===== src/rtl/project1_pkg.sv =====
// Shared definitions for the Project1 operand-entry sequencer:
// STATE encodings and default timing constants for a 50 MHz clock.
package project1_pkg;

  localparam logic [1:0] ENTER_A = 2'b00;
  localparam logic [1:0] ENTER_B = 2'b01;
  localparam logic [1:0] SHOW    = 2'b10;

  localparam int DEFAULT_DEBOUNCE_CYCLES = 500000;
  localparam int DEFAULT_BLINK_CYCLES    = 12500000;

  typedef enum logic [1:0] {
    S_ENTER_A = ENTER_A,
    S_ENTER_B = ENTER_B,
    S_SHOW    = SHOW
  } state_e;

endpackage


===== src/rtl/key_debounce.sv =====
// Synchronizes and debounces one active-low pushbutton and emits a
// single-cycle pulse on each accepted press (debounced 1->0 edge).
module key_debounce
  import project1_pkg::*;
#(
  parameter int DEBOUNCE_CYCLES = DEFAULT_DEBOUNCE_CYCLES
) (
  input  logic clk,
  input  logic reset,
  input  logic key,
  output logic press
);

  localparam int CW = (DEBOUNCE_CYCLES > 1) ? $clog2(DEBOUNCE_CYCLES) : 1;
  localparam logic [CW-1:0] CNT_LAST = CW'(DEBOUNCE_CYCLES - 1);
  localparam logic [CW-1:0] CNT_ZERO = CW'(0);
  localparam logic [CW-1:0] CNT_ONE  = CW'(1);

  logic          sync1_r;
  logic          sync2_r;
  logic          level_r;
  logic          arm_r;
  logic          press_r;
  logic [CW-1:0] cnt_r;

  // arm_r stays low until a genuine released level has been seen after reset,
  // so a key held through reset debounces silently and never pulses.
  always_ff @(posedge clk) begin
    if (reset) begin
      sync1_r <= 1'b1;
      sync2_r <= 1'b1;
      level_r <= 1'b1;
      arm_r   <= 1'b0;
      press_r <= 1'b0;
      cnt_r   <= CNT_ZERO;
    end else begin
      sync1_r <= key;
      sync2_r <= sync1_r;
      press_r <= 1'b0;
      if (sync2_r != level_r) begin
        if (cnt_r == CNT_LAST) begin
          level_r <= sync2_r;
          cnt_r   <= CNT_ZERO;
          press_r <= arm_r & ~sync2_r;
          arm_r   <= arm_r | sync2_r;
        end else begin
          cnt_r <= cnt_r + CNT_ONE;
        end
      end else if (!arm_r && level_r) begin
        if (cnt_r == CNT_LAST) begin
          arm_r <= 1'b1;
          cnt_r <= CNT_ZERO;
        end else begin
          cnt_r <= cnt_r + CNT_ONE;
        end
      end else begin
        cnt_r <= CNT_ZERO;
      end
    end
  end

  assign press = press_r;

endmodule


===== src/rtl/project1_sequencer.sv =====
// Three-phase operand-entry controller (enter A, enter B, show result)
// driving registered operands, a compute strobe and status to the datapath.
module project1_sequencer
  import project1_pkg::*;
#(
  parameter int DEBOUNCE_CYCLES = DEFAULT_DEBOUNCE_CYCLES,
  parameter int BLINK_CYCLES    = DEFAULT_BLINK_CYCLES
) (
  input  logic       MAX10_CLK1_50,
  input  logic       RESET,
  input  logic [9:0] SW,
  input  logic [1:0] KEY,
  output logic [3:0] OP_A,
  output logic [3:0] OP_B,
  output logic       MODE,
  output logic       START,
  output logic       RESULT_VALID,
  output logic [1:0] STATE,
  output logic       BLINK
);

  localparam int BW = (BLINK_CYCLES > 1) ? $clog2(BLINK_CYCLES) : 1;
  localparam logic [BW-1:0] BLINK_LAST = BW'(BLINK_CYCLES - 1);
  localparam logic [BW-1:0] BLINK_ZERO = BW'(0);
  localparam logic [BW-1:0] BLINK_ONE  = BW'(1);

  state_e          state_r, state_nxt_s;
  logic [3:0]      op_a_r, op_a_nxt_s;
  logic [3:0]      op_b_r, op_b_nxt_s;
  logic            mode_r, mode_nxt_s;
  logic            start_r, start_nxt_s;
  logic            valid_r, valid_nxt_s;
  logic            blink_r, blink_nxt_s;
  logic [BW-1:0]   blink_cnt_r, blink_cnt_nxt_s;
  logic            press0_s;
  logic            press1_s;
  logic            unused_sw_s;

  assign unused_sw_s = ^SW[8:4];

  key_debounce #(.DEBOUNCE_CYCLES(DEBOUNCE_CYCLES)) u_key0 (
    .clk   (MAX10_CLK1_50),
    .reset (RESET),
    .key   (KEY[0]),
    .press (press0_s)
  );

  key_debounce #(.DEBOUNCE_CYCLES(DEBOUNCE_CYCLES)) u_key1 (
    .clk   (MAX10_CLK1_50),
    .reset (RESET),
    .key   (KEY[1]),
    .press (press1_s)
  );

  // Next-state, capture and blink-timer logic; clear (press1) outranks advance.
  always_comb begin
    state_nxt_s = state_r;
    op_a_nxt_s  = op_a_r;
    op_b_nxt_s  = op_b_r;
    mode_nxt_s  = mode_r;
    start_nxt_s = 1'b0;
    if (press1_s) begin
      state_nxt_s = S_ENTER_A;
      op_a_nxt_s  = 4'h0;
      op_b_nxt_s  = 4'h0;
      mode_nxt_s  = 1'b0;
    end else if (press0_s) begin
      case (state_r)
        S_ENTER_A: begin
          op_a_nxt_s  = SW[3:0];
          state_nxt_s = S_ENTER_B;
        end
        S_ENTER_B: begin
          op_b_nxt_s  = SW[3:0];
          mode_nxt_s  = SW[9];
          state_nxt_s = S_SHOW;
          start_nxt_s = 1'b1;
        end
        S_SHOW:  state_nxt_s = S_ENTER_A;
        default: state_nxt_s = S_ENTER_A;
      endcase
    end else begin
      state_nxt_s = state_r;
    end

    valid_nxt_s     = (state_nxt_s == S_SHOW);
    blink_nxt_s     = blink_r;
    blink_cnt_nxt_s = blink_cnt_r;
    if ((state_nxt_s != state_r) || (state_r == S_SHOW)) begin
      blink_nxt_s     = 1'b0;
      blink_cnt_nxt_s = BLINK_ZERO;
    end else if (blink_cnt_r == BLINK_LAST) begin
      blink_nxt_s     = ~blink_r;
      blink_cnt_nxt_s = BLINK_ZERO;
    end else begin
      blink_cnt_nxt_s = blink_cnt_r + BLINK_ONE;
    end
  end

  // State and output registers.
  always_ff @(posedge MAX10_CLK1_50) begin
    if (RESET) begin
      state_r     <= S_ENTER_A;
      op_a_r      <= 4'h0;
      op_b_r      <= 4'h0;
      mode_r      <= 1'b0;
      start_r     <= 1'b0;
      valid_r     <= 1'b0;
      blink_r     <= 1'b0;
      blink_cnt_r <= BLINK_ZERO;
    end else begin
      state_r     <= state_nxt_s;
      op_a_r      <= op_a_nxt_s;
      op_b_r      <= op_b_nxt_s;
      mode_r      <= mode_nxt_s;
      start_r     <= start_nxt_s;
      valid_r     <= valid_nxt_s;
      blink_r     <= blink_nxt_s;
      blink_cnt_r <= blink_cnt_nxt_s;
    end
  end

  assign OP_A         = op_a_r;
  assign OP_B         = op_b_r;
  assign MODE         = mode_r;
  assign START        = start_r;
  assign RESULT_VALID = valid_r;
  assign STATE        = state_r;
  assign BLINK        = blink_r;

endmodule


===== config.mk =====
export PLATFORM = sky130hd
export DESIGN_NAME = project1_sequencer
export DESIGN_NICKNAME = d
export VERILOG_FILES = /design/src/rtl/project1_pkg.sv /design/src/rtl/key_debounce.sv /design/src/rtl/project1_sequencer.sv
export SDC_FILE = /design/constraint.sdc
export NUM_CORES = 1
export LEC_CHECK = 0
export CAP_MARGIN = 15
export CORE_UTILIZATION = 45
export CTS_CLUSTER_SIZE = 8
export DETAILED_ROUTE_END_ITERATION = 12
export SYNTH_ARGS = -nofsm -noshare
export SYNTH_HDL_FRONTEND = slang
export SYNTH_SLANG_ARGS = --single-unit

===== constraint.sdc =====
create_clock -name MAX10_CLK1_50 -period 2.22 [get_ports MAX10_CLK1_50]
set_input_delay 0.666 -clock MAX10_CLK1_50 [delete_from_list [all_inputs] [get_ports MAX10_CLK1_50]]
set_output_delay 0.666 -clock MAX10_CLK1_50 [all_outputs]
set_load 0.03 [all_outputs]

==> load_flow_metrics.sql <==
INSERT INTO impl_metrics (metric_group, metric, value, unit) VALUES
('final_layout', 'register_area', '1720', 'um2'),
('floorplan', 'die_y', '92.3', 'um'),
('setup_path', 'crit_buf_inv', '1', ''),
('sta', 'final_min_period', '2.11', 'ns'),
('sta', 'report.final.hold_viol_count', '0', ''),
('final_layout', 'instances_no_fill', '547', ''),
('placement', 'pre_cts_ws', '-0.0256', 'ns'),
('clock_tree', 'cts_inserted_buffers', '9', ''),
('run_status', 'outcome', 'complete, no violations', ''),
('setup_path', 'crit_path_end_kind', 'output pin', ''),
('sta', 'setup_tns', '0', 'ns'),
('pwr', 'static-leakage-power', '1.47', 'nW'),
('synthesis', 'synth_cells', '406', ''),
('grt', 'grt_antenna_before_repair', '0', ''),
('final_layout', 'area_of_combinational_cells_with_multiple_inputs', '1830', 'um2'),
('synthesis', 'synthDistinctLibCells', '48', ''),
('setup_path', 'crit_path_dat', '1.44', 'ns'),
('grt', 'grt_max_degree', '18', ''),
('setup_path', 'crit_path_max_fanout', '5', ''),
('setup_path', 'slowest_delay', '0.71', 'ns'),
('final_layout', 'fillCellCount', '752', ''),
('synthesis', 'synth_sequential_area_ratio', '46.9', '%'),
('drt', 'average_routed_wire_per_standard_cell', '12.3', 'um'),
('clock_tree', 'clock_sink_count', '86', ''),
('sta', 'worst_slack', '0.114', 'ns'),
('synthesis', 'syn_nets', '423', ''),
('final_layout', 'num_antenna_cells', '0', ''),
('pwr', 'max-vdd-ir-drop', '0.371', 'mV'),
('drt', 'drt-vias-per-instance', '5.24', ''),
('setup_path', 'cp-start-kind', 'flip-flop', ''),
('synthesis', 'synthesis.area_per_instance', '9.03', 'um2'),
('sta', 'fin_worst_hold_slack', '0.412', 'ns'),
('sta', 'fmax', '475', 'MHz'),
('grt', 'grt_usage', '17.2', '%'),
('drt', 'drcViolationCount', '0', ''),
('clock_tree', 'cts-htree-levels', '3', ''),
('setup_path', 'worst_r2r_path_depth', '4', ''),
('placement', 'placedCellCount', '532', ''),
('sta', 'worst_tran_pin_value', '0.501', 'ns'),
('grt', 'grt_pass1_vias', '2760', ''),
('synthesis', 'synth_warnings', '0', ''),
('floorplan', 'start_util', '47.0', '%'),
('placement', 'hpwl_dp', '4790', 'um'),
('final_layout', 'nNetsFinal', '458', ''),
('clock_tree', 'cts-hold-fix-buffers', '0', ''),
('sta', 'timing.final.max_slew_violations', '0', ''),
('setup_path', 'critical_path.top_delay_family', 'buffers and inverters', ''),
('setup_path', 'worst_setup_path_startpoint', 'STATE[1]$_SDFF_PP0_', ''),
('grt', 'grt_first_pass_wirelength', '11800', 'um'),
('setup_path', 'worstReg2RegStart', 'u_key0.cnt_r[14]$_SDFF_PP0_', ''),
('floorplan', 'chipWidth', '92.3', 'um'),
('sta', 'timing.slew.headroom', '66.3', '%'),
('setup_path', 'critPathKind', 'flip-flop to output pin', ''),
('placement', 'numPortBuffers', '22', ''),
('grt', 'grt_remaining_overflow', '0', ''),
('sta', 'finalSetupViolations', '0', ''),
('setup_path', 'worstReg2RegEnd', 'u_key0.cnt_r[3]$_SDFF_PP0_', ''),
('drt', 'antenna_violating_nets_left', '0', ''),
('final_layout', 'drive_gt1_share', '11.5', '%'),
('floorplan', 'ios', '28', ''),
('clock_tree', 'cts_tree', 'done', ''),
('sta', 'final_worst_path_cycle_share', '94.9', '%'),
('flow_run', 'drv_cap', '0', ''),
('final_layout', 'layout-area-overhead-vs-synth', '16.2', '%'),
('setup_path', 'worst_ep_required_time', '1.55', 'ns'),
('synthesis', 'netlist_area', '3670', 'um2'),
('synthesis', 'synth.ff_latch_count', '86', ''),
('sta', 'clock_skew', '0.0120', 'ns'),
('min_path', 'timing.hold.worst.class', 'flip-flop to flip-flop', ''),
('setup_path', 'critical_path.endpoint', 'STATE[1]', ''),
('floorplan', 'core_area', '7810', 'um2');
-- cell families after synthesis --
family                     Yosys count  synth area share (%)
and+or+nand+nor                    189                  28.5
adders and majority gates            3                  1.02
AOI/OAI and AO/OA                   59                  9.55
muxes                                9                  2.46
xor gates and xnor gates            35                  8.36
buffers and inverters               25                  3.14
DFF                                 86                  46.9
-- what timing repair did --
action / 4_1_cts / 5_1_grt
setup endpoints to repair: 0 / 1
buffers inserted: 0 / 0
resized for setup: 0 / 1
-- Yosys cell counts, drive strengths merged --
master | number | area [um2]
nand2 | 21 | 78.8
clkbuf | 11 | 41.3
nor4bb | 1 | 10.0
o31ai | 5 | 37.5
nand4 | 17 | 113
or4bb | 1 | 11.3
a2111oi | 1 | 8.76
a21boi | 1 | 7.51
nor2 | 54 | 203
or3 | 17 | 108
or4b | 2 | 20.0
mux2i | 9 | 90.1
buf | 5 | 40.0
a211o | 1 | 8.76
o21ai | 17 | 85.1
xor2 | 17 | 149
nand3 | 22 | 110
inv | 9 | 33.8
and3 | 7 | 43.8
or4 | 10 | 80.1
a21bo | 2 | 20.0
a31o | 1 | 8.76
and4 | 7 | 61.3
dfxtp | 86 | 1720
nor2b | 2 | 12.5
a21oi | 23 | 119
and2 | 3 | 18.8
nor3 | 6 | 30.0
a31oi | 4 | 25.0
o21bai | 2 | 15.0
ha | 3 | 37.5
xnor2 | 18 | 158
nor4 | 8 | 71.3
or2 | 7 | 43.8
o21a | 1 | 7.51
nand3b | 3 | 22.5
a21o | 1 | 7.51
nor4b | 1 | 8.76
-- worst min-delay path by stage --
| stage | from | slack [ns] | end | depth (start not counted) |
|---|---|---|---|---|
| 3_3_place_gp | u_key0.sync1_r$_SDFF_PP1_ | 0.39 | u_key0.sync2_r$_SDFF_PP1_ | 1 |
| 4_1_cts | u_key0.sync1_r$_SDFF_PP1_ | 0.42 | u_key0.sync2_r$_SDFF_PP1_ | 1 |
| 6_report | u_key0.sync1_r$_SDFF_PP1_ | 0.41 | u_key0.sync2_r$_SDFF_PP1_ | 1 |
| 3_5_place_dp | u_key0.sync1_r$_SDFF_PP1_ | 0.40 | u_key0.sync2_r$_SDFF_PP1_ | 1 |
| 2_1_floorplan | u_key0.sync1_r$_SDFF_PP1_ | 0.39 | u_key0.sync2_r$_SDFF_PP1_ | 1 |
| 5_1_grt | u_key1.sync1_r$_SDFF_PP1_ | 0.43 | u_key1.sync2_r$_SDFF_PP1_ | 1 |
-- area by class of cell --
| cell class | count | area share (%) |
|---|---|---|
| multi-input cells | 295 | 43.0 |
| clock inverters | 4 | 1.12 |
| clock buffers | 11 | 3.32 |
| well taps | 102 | 3.00 |
| inverters | 9 | 0.793 |
| repair buffers | 40 | 8.40 |
| flip-flops and latches | 86 | 40.4 |
-- metal layers --
| layer | vias up | track usage (%) | part of all wire, % |
|---|---|---|---|
| met3 | 10 | 2.74 | 2.0 |
| met4 | 0 | 8.59 | 1.7 |
| met5 | - | 0 | 0 |
| met2 | 20 | 29.7 | 47 |
| li1 | 1509 | - | - |
| met1 | 1328 | 20.7 | 49 |
-- layout by cell type (no fill, tap or decap), types with 10 or more instances in the layout --
cell type | Yosys | routed
sky130_fd_sc_hd__buf_4 | 1 | 18
sky130_fd_sc_hd__or3_1 | 16 | 16
sky130_fd_sc_hd__clkbuf_8 | 0 | 10
sky130_fd_sc_hd__nor2_1 | 54 | 54
sky130_fd_sc_hd__nand4_1 | 16 | 16
sky130_fd_sc_hd__xor2_1 | 17 | 17
sky130_fd_sc_hd__a21oi_1 | 22 | 22
sky130_fd_sc_hd__xnor2_1 | 18 | 18
sky130_fd_sc_hd__o21ai_0 | 16 | 16
sky130_fd_sc_hd__nand2_1 | 21 | 21
sky130_fd_sc_hd__clkdlybuf4s50_1 | 0 | 21
sky130_fd_sc_hd__nand3_1 | 22 | 22
sky130_fd_sc_hd__dfxtp_1 | 86 | 86
-- per-stage QoR --
stage                     total power, mW  cell area [um2]
after floorplan                      1.66             3670
after global placement               1.70             4070
after detailed placement             1.70             4070
after CTS                            2.77             4260
after global routing                 2.84             4260
final                                2.73             4260
-- sequential cells by signal, summed over array words and instances (netlist names), 2 cells and up --
signal        count
OP_A              4
OP_B              4
STATE             2
blink_cnt_r      24
u_key0.cnt_r     19
u_key1.cnt_r     19
-- power breakdown --
part           leakage, nW  total, mW  internal (mW)  switching, mW
Clock               0.0952       1.06          0.542          0.521
Combinational        0.679     0.0873         0.0438         0.0435
Sequential           0.695       1.58           1.56         0.0162
Note: power is estimated with default switching activity, not from simulation.
